File: src/rtl/f1_reaction_timer.sv
`default_nettype none
// ============================================================================
// Module   : f1_reaction_timer
// Brief    : Detects F1 "lights out" and counts 1 ms ticks until the driver
//            presses the button. Also flags false starts and timeouts.
//            The optional best-time register is built when REACT_BEST_EN is defined.
// Revision : 1.0 - initial release
// ============================================================================
module f1_reaction_timer #(
    parameter int DATA_WIDTH = 8,
    parameter int CNT_WIDTH  = 10,
    parameter int MAX_MS     = 999
) (
    input  logic                  clk,
    input  logic                  rst,
    input  logic                  tick,
    input  logic [DATA_WIDTH-1:0] lights,
    input  logic                  button,
    output logic [CNT_WIDTH-1:0]  react_time,
    output logic                  valid,
    output logic                  false_start,
    output logic                  timeout,
    output logic                  busy,
    output logic [CNT_WIDTH-1:0]  best_time
);

    localparam logic [2:0] c_IDLE   = 3'd0;
    localparam logic [2:0] c_ARMED  = 3'd1;
    localparam logic [2:0] c_TIMING = 3'd2;
    localparam logic [2:0] c_DONE   = 3'd3;
    localparam logic [2:0] c_FALSE  = 3'd4;
    localparam logic [2:0] c_TOUT   = 3'd5;

    localparam logic [CNT_WIDTH-1:0] c_MAX = CNT_WIDTH'(MAX_MS);

    logic [2:0]           r_state, w_state_nxt;
    logic [CNT_WIDTH-1:0] r_count, w_count_nxt;
    logic [CNT_WIDTH-1:0] r_react_time, w_react_nxt;
    logic                 r_valid, w_valid_nxt;
    logic                 r_false_start, w_fs_nxt;
    logic                 r_timeout, w_to_nxt;
    logic                 r_seen_full, w_seen_nxt;
    logic                 r_sync1, r_sync2, r_sync3;
    logic                 w_press;
    logic                 w_lights_zero;
    logic                 w_lights_full;
    logic [CNT_WIDTH-1:0] w_count_inc;

    assign w_press       = r_sync2 & ~r_sync3;
    assign w_lights_zero = (lights == '0);
    assign w_lights_full = (lights == '1);
    assign w_count_inc   = r_count + CNT_WIDTH'(1);

    always_ff @(posedge clk) begin
        if (!rst) begin
            r_sync1 <= 1'b0;
            r_sync2 <= 1'b0;
            r_sync3 <= 1'b0;
        end else begin
            r_sync1 <= button;
            r_sync2 <= r_sync1;
            r_sync3 <= r_sync2;
        end
    end

    always_ff @(posedge clk) begin
        if (!rst) begin
            r_state       <= c_IDLE;
            r_count       <= '0;
            r_react_time  <= '0;
            r_valid       <= 1'b0;
            r_false_start <= 1'b0;
            r_timeout     <= 1'b0;
            r_seen_full   <= 1'b0;
        end else begin
            r_state       <= w_state_nxt;
            r_count       <= w_count_nxt;
            r_react_time  <= w_react_nxt;
            r_valid       <= w_valid_nxt;
            r_false_start <= w_fs_nxt;
            r_timeout     <= w_to_nxt;
            r_seen_full   <= w_seen_nxt;
        end
    end

    always_comb begin
        w_state_nxt = r_state;
        w_count_nxt = r_count;
        w_react_nxt = r_react_time;
        w_valid_nxt = 1'b0;
        w_fs_nxt    = r_false_start;
        w_to_nxt    = r_timeout;
        w_seen_nxt  = r_seen_full;
        case (r_state)
            c_IDLE: begin
                if (!w_lights_zero) begin
                    w_state_nxt = c_ARMED;
                    w_fs_nxt    = 1'b0;
                    w_to_nxt    = 1'b0;
                    w_seen_nxt  = 1'b0;
                end
            end
            c_ARMED: begin
                // An early press outranks lights out arriving in the same cycle
                if (w_press) begin
                    w_state_nxt = c_FALSE;
                    w_fs_nxt    = 1'b1;
                    w_react_nxt = '0;
                end else if (w_lights_zero) begin
                    if (r_seen_full) begin
                        w_state_nxt = c_TIMING;
                        w_count_nxt = '0;
                    end else begin
                        w_state_nxt = c_IDLE;
                    end
                end else if (w_lights_full) begin
                    w_seen_nxt = 1'b1;
                end
            end
            c_TIMING: begin
                if (w_press) begin
                    w_state_nxt = c_DONE;
                    w_react_nxt = r_count;
                    w_valid_nxt = 1'b1;
                end else if (tick) begin
                    w_count_nxt = w_count_inc;
                    if (w_count_inc == c_MAX) begin
                        w_state_nxt = c_TOUT;
                        w_react_nxt = c_MAX;
                        w_to_nxt    = 1'b1;
                    end
                end
            end
            c_DONE, c_FALSE, c_TOUT: begin
                if (!w_lights_zero) begin
                    w_state_nxt = c_ARMED;
                    w_fs_nxt    = 1'b0;
                    w_to_nxt    = 1'b0;
                    w_seen_nxt  = 1'b0;
                end
            end
            default: begin
                w_state_nxt = c_IDLE;
            end
        endcase
    end

    assign react_time  = r_react_time;
    assign valid       = r_valid;
    assign false_start = r_false_start;
    assign timeout     = r_timeout;
    assign busy        = (r_state == c_ARMED) || (r_state == c_TIMING);

`ifdef REACT_BEST_EN
    logic [CNT_WIDTH-1:0] r_best;

    always_ff @(posedge clk) begin
        if (!rst) begin
            r_best <= '1;
        end else if (w_valid_nxt && (w_react_nxt < r_best)) begin
            r_best <= w_react_nxt;
        end
    end

    assign best_time = r_best;
`else
    assign best_time = '1;
`endif

endmodule
`default_nettype wire

File: config.mk
export PLATFORM = sky130hd
export DESIGN_NAME = f1_reaction_timer
export DESIGN_NICKNAME = d
export VERILOG_FILES = /design/src/rtl/f1_reaction_timer.sv
export SDC_FILE = /design/constraint.sdc
export NUM_CORES = 1
export LEC_CHECK = 0
export CORE_MARGIN = 2
export CORE_UTILIZATION = 45
export DETAILED_ROUTE_END_ITERATION = 10
export GPL_TIMING_DRIVEN = 0
export PLACE_DENSITY_LB_ADDON = 0.25
export SYNTH_ARGS = -nofsm -noshare
export SYNTH_HDL_FRONTEND = slang
export SYNTH_SLANG_ARGS = --single-unit
File: constraint.sdc
create_clock -name clk -period 2.1 [get_ports clk]
set_clock_uncertainty 0.05 [all_clocks]
set_input_delay 0.63 -clock clk [delete_from_list [all_inputs] [get_ports clk]]
set_output_delay 0.63 -clock clk [all_outputs]
set_load 0.01 [all_outputs]
==> run summary, run 1 <==
Of the post-synthesis cell area, the dominant cell type holds 33.20%. The number of DRC markers in iteration 0 was 68. STA classifies the critical path startpoint as an input pin. The share of the clock period used by the worst path was 98.53%; the share of total power consumed by net switching was 21.74%. By area, the combinational part of the netlist is dominated by simple AND/OR/NAND/NOR gates. Summing the areas of all fa, ha and maj instances in the mapped netlist gives 1.383% of the synthesized area. In the post-synthesis netlist, the biggest area contributors are dfxtp_1 33%, buf_4 4.6%, a21oi_1 4.1%. For this design the top-level I/O count stands at 36.

Counting flops with a built-in enable in the synthesized netlist gives 0. The run gives 0 as the final max-slew violation count. The tools report the reported net switching power as 322.7 uW. Synthesis inferred 30 register bits.

The prevailing post-synth register cell was dfxtp_1. Counting along the longest clock path gives a buffer depth of 2. The initialized floorplan defines 23 standard-cell rows. The worst path in the final design needs a cycle of 2.069 ns, including I/O delays and setup. The signed area change from the synthesized netlist to the final layout was 33.13%; the share of the synthesized area in compound gates (AO/OA/AOI/OAI) was 24.14%.

Entering global routing, the biggest net connects 12 pins. Setup repair after global routing could not meet its margin everywhere. The simple-gate portion of the synthesized area was 27.39%. The final net count was 273; the share of layout cells above drive strength 1 was 23.85%. In the synthesized netlist the async set-or-reset flop fraction comes to 0%. At the worst endpoint, the required time is 2.27 ns. The antenna violation net count after detailed routing came out at 0.

Across all layers, the routed design uses 1681 vias. For the proportion of synthesized chip area in sequential cells, the log shows 33.20%. Worst setup path category: in -> reg. The number of buffers and inverters on the critical path works out to 1. In this run the register-to-register setup slack is 0.08 ns. Of all nets on the critical path, the largest fanout is 5. In this run, CTS created clock tree buffers numbering 5. The clock-pin slew on the worst setup and hold paths was 0.07 ns. The tree built by TritonCTS fans out to 30 sinks. Combinational cells account for 11.6% of the total power. The tools report the relative slew slack as 63.70%.

In this run the standard cell core region covers 0.003943 mm2. At the end of the flow the core is filled with cells to 61.09%. During synthesis, Yosys emitted a total of 0 warnings. The cell area after layout is 0.002409 mm2. The cell count after synthesis came out at 212.

The first-pass iteration count of the detailed router was 5. The worst setup path is captured at a flop. The run gives 0 as the residual DRC count. Power spread over the standard cell area amounts to 616.4 mW/mm2. The synthesized netlist occupies a cell area of 0.001809 mm2.

Once placement finished, the instance area stood at 0.002156 mm2. The path class of the tightest hold or removal check is reg -> reg. The total count of hold-check failures in the final report was 0; the worst vdd rail ir drop was 0.0005015 V. The run gives 6.844 mm as the global-route wire length before repair.

The cell-internal power is 1.162 mW, and the total half-perimeter wirelength after legalization and detailed placement is 2.931 mm. The routed design has 4.486 mm of wire. The family with the most delay on the worst path was simple AND/OR/NAND/NOR gates.

The count of buffers added on input and output ports is 25. Global routing used 20.48% of the available tracks. The total of endpoints with negative setup slack in the final report came out at 0. Among all stages on the critical path, the largest delay is contributed by a211o_4. The number of global-route vias before repair was 1412; the final weighted congestion of routability-driven global placement was 0.8450. The tool flagged a number of max-cap violations equal to 0. The critical path goes through buf_8, nor4_4, nand4_1, a211o_4, or4_1, a21boi_1. The run gives 0.4833 GHz as the maximum operating frequency. The top cell types in the final layout, fill and taps aside, are 27 x dfxtp_1, 16 x buf_4, 15 x a21oi_1, 15 x clkdlybuf4s50_1. The floorplan step defined a die boundary enclosing 0.004543 mm2. For this run, the slowest stage of the critical path takes 0.42 ns. The synthesized netlist contains 51 unique library cells. The parity-gate share of the synthesized area counting xor and xnor cells was 0.9682%; the die span in y was 67.41 um.

TritonCTS built the clock tree. The library cell with the largest summed area after synthesis was dfxtp_1. The analysis attributes to cell leakage a power of 0.8672 nW. The run finished with clean final reports. At the later pin of the worst-skew pair, clock insertion delay measures 0.29 ns. The tools report the library cell used as clock root buffer as clkbuf_8. The H-tree was split into 2 levels.

Using the TritonRoute via totals, the vias-per-cell ratio works out to 5.423. Average wire per cell in the routed design: 14.47 um. Hold repair after CTS inserted 0 buffers. The die width is 67.41 um, and the multiplexer area fraction after synthesis is 3.527%.

For the final routed database, the setup TNS stands at 0 ns. For the pin with the worst max-slew slack, the measured transition is 0.5444 ns. Dividing the synthesized area by the synthesized cell count gives 8.534 um2. The repair_antennas step left the layout with diodes totalling 0.

The clock network burns 49.3% of the power. The run gives 0 as the initial antenna violation count. Leading cell type in the layout, fill and taps excluded: dfxtp_1.

The sequential fraction of design power came out at 39.1%. For the overflow left after global routing, the log shows 0. The run gives 2.24 ns as the data arrival at the endpoint of the critical path.

Effective utilization at floorplan: 45.89%.
final timing paths:
kind,from,to,cells past startpoint
setup / recovery,lights[1],r_count[7],6
hold / removal,r_sync1,r_sync2,1
setup reg to reg,r_count[0],r_state[0],7
hold reg to reg,r_sync1,r_sync2,1
stage by stage:
stage | setup WS (ns) | power, mW | instances | hold slack [ns]
2_1_floorplan | 0.03641 | 0.6977 | 221 | 0.3619
3_3_place_gp | -0.6589 | 0.7563 | 296 | 0.3637
3_5_place_dp | -0.6343 | 0.7566 | 296 | 0.3693
4_1_cts | 0.001203 | 1.486 | 309 | 0.3851
5_1_grt | -0.03679 | 1.545 | 310 | 0.4086
6_report | 0.03077 | 1.485 | 310 | 0.3832
sequential cells by signal, indices dropped and copies added, names as in the netlist:
signal and cells:
r_sync1 1, r_count 10, valid 1, react_time 10, false_start 1, r_sync2 1, r_sync3 1, timeout 1
r_seen_full 1, r_state 3
kinds of logic after synthesis:
logic type,after synthesis
xor gates and xnor gates,2
muxes,6
DFF,30
other,1
and+or+nand+nor,80
adders and majority gates,2
buffers and inverters,30
AOI/OAI and AO/OA,61
layout make-up:
cell class	count	area (um2)
sequential	30	609.3
tap	50	62.56
buffer	29	175.2
fill	341	1534
timing repair buffer	30	284.0
clock inverter	2	60.06
clock buffer	6	82.58
multi-input combinational	162	1131
inverter	1	3.754
Yosys cell counts, drive strengths merged, types with 5 or more instances:
master	number
o21ai	14
nand2	12
buf	17
or3	6
dfxtp	30
nor2b	6
a21boi	9
and2	6
nand3	9
nor2	12
o221ai	8
or4	5
clkbuf	12
a21oi	15
routing by layer:
layer / vias up / wire length [um] / track usage (%)
li1: 861 / - / -
met1: 772 / 2101 / 26.26
met2: 41 / 2060 / 32.18
met3: 7 / 249 / 5.500
met4: 0 / 74 / 9.184
met5: - / 0 / 0
what timing repair did:
item | 4_1_cts | 5_1_grt
pin swaps | 10 | 14
cloned | 1 | 0
setup endpoints to repair | 25 | 20
setup buffers | 4 | 1
endpoints found under the hold margin | 0 | 0
gates resized for setup | 48 | 15
power groups by stage:
stage | clock [mW] | sequential [mW] | combinational, mW
after floorplan | 0 | 0.594 | 0.104
after global placement | 0 | 0.594 | 0.162
after detailed placement | 0 | 0.594 | 0.163
after CTS | 0.741 | 0.580 | 0.164
after global routing | 0.778 | 0.580 | 0.187
final | 0.733 | 0.580 | 0.172
(Power assumes the default switching activity.)
==> run 2, diff against run 1 <==
--- a/config.mk
+++ b/config.mk
@@ -5,6 +5,7 @@
 export SDC_FILE = /design/constraint.sdc
 export NUM_CORES = 1
 export LEC_CHECK = 0
+export ABC_AREA = 1
 export CORE_MARGIN = 2
 export CORE_UTILIZATION = 45
 export DETAILED_ROUTE_END_ITERATION = 10
==> run summary, run 2 <==
The run finished with clean final reports. The final net count is 316 (was 273), and the detailed route wirelength on metal2 is 1.704 mm (was 2.060 mm). Top area cells in the synthesized netlist: dfxtp_1 36%, nand2_1 14%, inv_1 8.4% (was dfxtp_1 33%, buf_4 4.6%, a21oi_1 4.1%).

Post-synthesis async set-or-reset flop share: 0% (unchanged). The post-detailed-routing wire length is 3.806 mm (was 4.486 mm), and the parity-gate share of the synthesized area counting xor and xnor cells is 0% (was 0.9682%). The share of layout cells above drive strength 1 was 16.50% (was 23.85%). TritonCTS built the clock tree. Leading cell type in the layout, fill and taps excluded: nand2_1 (was dfxtp_1).

The maximum number of pins on one net before global-route repair is 11 (was 12). Top library cells by usage in the layout, fill and taps aside: 61 x nand2_1, 38 x inv_1, 24 x dfxtp_1 (was 27 x dfxtp_1, 16 x buf_4, 15 x a21oi_1, 15 x clkdlybuf4s50_1). The final weighted congestion of routability-driven global placement came out at 0.8690 (was 0.8450). The clock-pin slew on the worst setup and hold paths works out to 0.06 ns (was 0.07 ns). The main combinational cell family by area after synthesis was simple AND/OR/NAND/NOR gates (unchanged).

The transition at the pin with the smallest max-transition slack came out at 0.5251 ns (was 0.5444 ns). The count of flip-flops with a built-in enable after synthesis was 0 (unchanged); the effective utilization at floorplan was 46.49% (was 45.89%). For the maximum level of the CTS H-tree, the log shows 2 (unchanged).

Ranking of synthesized cells by instance count: 61 x nand2_1, 38 x inv_1, 30 x dfxtp_1, 24 x nand3_1, 23 x nor2_1 (was 30 x dfxtp_1, 15 x a21oi_1, 13 x o21ai_0). Met3 wire length: 265 um (was 249 um). Max-capacitance violation count: 0 (unchanged). The core area is 0.003633 mm2 (was 0.003943 mm2).

The overflow left after global routing came out at 0 (unchanged). The die span in y came out at 65.27 um (was 67.41 um). Overall die area: 0.004260 mm2 (was 0.004543 mm2). The ratio of total power to cell area was 944.8 mW/mm2 (was 616.4 mW/mm2). For the initial antenna violation count, the log shows 0 (unchanged).

Data arrival at the endpoint of the critical path: 1.32 ns (was 2.24 ns). The relative slew slack is 64.99% (was 63.70%). The tools report the number of fill cells in the layout as 346 (was 341). The global-route wire length before repair was 5.940 mm (was 6.844 mm). The placement-stage worst setup slack is -0.2298 ns (was -0.6343 ns), and the sequential fraction of design power is 35.1% (was 39.1%). Library cell with the largest summed area after synthesis: dfxtp_1 (unchanged). The simple-gate portion of the synthesized area came out at 35.56% (was 27.39%).

The share of the synthesized area in compound gates (AO/OA/AOI/OAI) works out to 12.22% (was 24.14%). The total power came out at 2.085 mW (was 1.485 mW). For the number of distinct standard cells referenced by the synthesized netlist, the log shows 28 (was 51). The element type at the critical path end was an output port (was a flop). The tools report the library cell used as clock root buffer as clkbuf_8 (unchanged). The average wire per cell in the routed design was 10.84 um (was 14.47 um).

For the site row count, the log shows 22 (was 23). The worst vdd rail ir drop was 0.0005729 V (was 0.0005015 V). The share of total power consumed by net switching is 34.92% (was 21.74%), and the cell-internal power is 1.357 mW (was 1.162 mW). The run gives 0 (unchanged) as the final max-slew violation count. The prevailing post-synth register cell is dfxtp_1 (unchanged).

The die width is 65.27 um (was 67.41 um). The power share of the clock group came out at 27.4% (was 49.3%). Post-synthesis cell count: 258 (was 212).

Type of element launching the critical path: a flop (was an input pin). The class of the most critical hold timing path is reg -> reg (unchanged). The tools report the proportion of synthesized chip area in sequential cells as 35.56% (was 33.20%). Total half-perimeter wirelength after legalization and detailed placement: 2.644 mm (was 2.931 mm). The maximum operating frequency came out at 0.4988 GHz (was 0.4833 GHz). The overall track demand over capacity in global routing is 18.09% (was 20.48%). The residual DRC count came out at 0 (unchanged). The data required time at the worst endpoint is 1.42 ns (was 2.27 ns), and the adder-cell share of the synthesized area is 1.481% (was 1.383%). The post-detailed-route via-to-cell ratio came out at 4.755 (was 5.423).

The area of the mapped netlist is 0.001689 mm2 (was 0.001809 mm2), and the area share of the largest cell type after synthesis is 35.56% (was 33.20%). The synthesized flop and latch total is 30 (unchanged). The logs give 0.09502 ns (was 0.03077 ns) for the minimum setup slack in the final design and 4 (was 5) for the first-pass iteration count of the detailed router. The highest net fanout along the worst path was 9 (was 5). For the clock net sink count, the log shows 30 (unchanged). The static leakage was 0.9314 nW (was 0.8672 nW); the number of I/O port buffers was 24 (was 25). Total CTS buffers: 5 (unchanged).

The multiplexer area fraction after synthesis works out to 0% (was 3.527%). Highest metal layer with signal wires: met4 (unchanged). The antenna violation net count after detailed routing was 0 (unchanged); the sequential cell area in the final layout was 613.1 um2 (was 609.3 um2). The minimum clock period after layout works out to 2.005 ns (was 2.069 ns). For the total inserted antenna cells, the log shows 0 (unchanged). Total of endpoints with negative setup slack in the final report: 0 (unchanged). The number of primary I/O pins is 36 (unchanged), and the area of the multi-input gates is 907.1 um2 (was 0.001131 mm2). The tools report the number of DRC markers in iteration 0 as 80 (was 68). The tools report the reported net switching power as 728.2 uW (was 322.7 uW). The tools report the via count as 1669 (was 1681). The signed area change from the synthesized netlist to the final layout was 30.67% (was 33.13%). The number of global-route vias before repair is 1380 (was 1412), and the mean instance size in the synthesized netlist is 6.547 um2 (was 8.534 um2). The tools report the latest clock arrival within the worst-skew pair as 0.28 ns (was 0.29 ns). The most frequent cell after synthesis is nand2_1 (was dfxtp_1). The number of warning messages in the yosys log came out at 0 (unchanged).

The hold-fix buffer count after cts was 0 (unchanged); the combinational fraction of design power was 37.5% (was 11.6%). The share of the clock period used by the worst path works out to 95.48% (was 98.53%). The worst setup path category was reg -> out (was in -> reg). The total count of hold-check failures in the final report came out at 0 (unchanged). Post-route met1 wirelength: 1.764 mm (was 2.101 mm). The buffer depth of the longest clock path came out at 2 (unchanged).
-- run 2: cell count changes after synthesis, moves of 6 or more --
cell / previous run / this run
nand2_1: 12 / 61
nor2b_1: 6 / 0
o21ai_1: 1 / 10
clkbuf_1: 12 / 3
nand3_1: 7 / 24
o221ai_1: 8 / 0
inv_1: 1 / 38
nor2_1: 12 / 23
and2_1: 6 / 0
-- run 2: kinds of logic after synthesis --
family / count (synthesis)
other cells: 1
compound gates: 40
buf+inv: 56
simple gates: 129
fa+ha+maj: 2
flops: 30
-- run 2: repair_timing --
action / in CTS / in global routing
gates cloned: 0 / 1
hold endpoints to repair: 0 / 0
setup endpoints to repair: 1 / 23
resized for setup: 4 / 14
pin swaps: 1 / 6
buffers inserted: 1 / 2
-- run 2: critical path: stages (launching register included) --
cell and delay, ns:
dfxtp_1 0.36, nor3_4 0.24, inv_4 0.11, nand2_1 0.08, dlygate4sd2_1 0.26
-- run 2: final cells by class --
cell class / count / area share (%)
Tap cell: 48 / 2.721
Buffer: 16 / 4.649
Clock inverter: 2 / 1.701
Multi-Input combinational cell: 182 / 41.10
Inverter: 40 / 6.916
Clock buffer: 6 / 3.288
Timing Repair Buffer: 27 / 11.85
Sequential cell: 30 / 27.78
-- run 2: path summary, 6_finish.rpt --
| check | end | startpoint | slack, ns | cells after the start |
|---|---|---|---|---|
| max | busy | r_state[2] | 0.1 | 4 |
| min | r_sync2 | r_sync1 | 0.38 | 2 |
| max reg2reg | react_time[6] | r_count[1] | 0.15 | 12 |
| min reg2reg | r_sync2 | r_sync1 | 0.38 | 2 |
-- run 2: per-layer routing --
layer	vias up	GRT usage [%]
met5	-	0
li1	883	-
met2	59	28.83
met1	720	22.67
met3	7	5.822
met4	0	7.031
-- run 2: power groups by stage --
| stage | logic, mW | registers (mW) | clock network, mW |
|---|---|---|---|
| finish | 0.781 | 0.733 | 0.572 |
| global route | 0.880 | 0.748 | 0.612 |
| CTS | 0.763 | 0.733 | 0.583 |
| detailed placement | 0.754 | 0.741 | 0 |
| global placement | 0.748 | 0.739 | 0 |
| floorplan | 0.462 | 0.767 | 0 |
-- run 2: through the flow --
stage / utilization [%] / instances / hold WS (ns) / instance area [um2] / setup TNS (ns)
after global placement: 55.68 / 339 / 0.3562 / 2023 / -1.992
after detailed placement: 55.68 / 339 / 0.3612 / 2023 / -2.169
final: 60.74 / 351 / 0.3769 / 2207 / 0
after global routing: 60.74 / 351 / 0.4154 / 2207 / -0.1272
after CTS: 59.13 / 348 / 0.3799 / 2148 / 0
after floorplan: - / 267 / 0.3405 / 1723 / 0
==> run 3, diff against run 2 <==
--- a/config.mk
+++ b/config.mk
@@ -11,6 +11,7 @@
 export DETAILED_ROUTE_END_ITERATION = 10
 export GPL_TIMING_DRIVEN = 0
 export PLACE_DENSITY_LB_ADDON = 0.25
+export SLEW_MARGIN = 20
 export SYNTH_ARGS = -nofsm -noshare
 export SYNTH_HDL_FRONTEND = slang
 export SYNTH_SLANG_ARGS = --single-unit
==> results of run 3 <==
No change in the layout: final DEF, timing and power equal those of run 2.
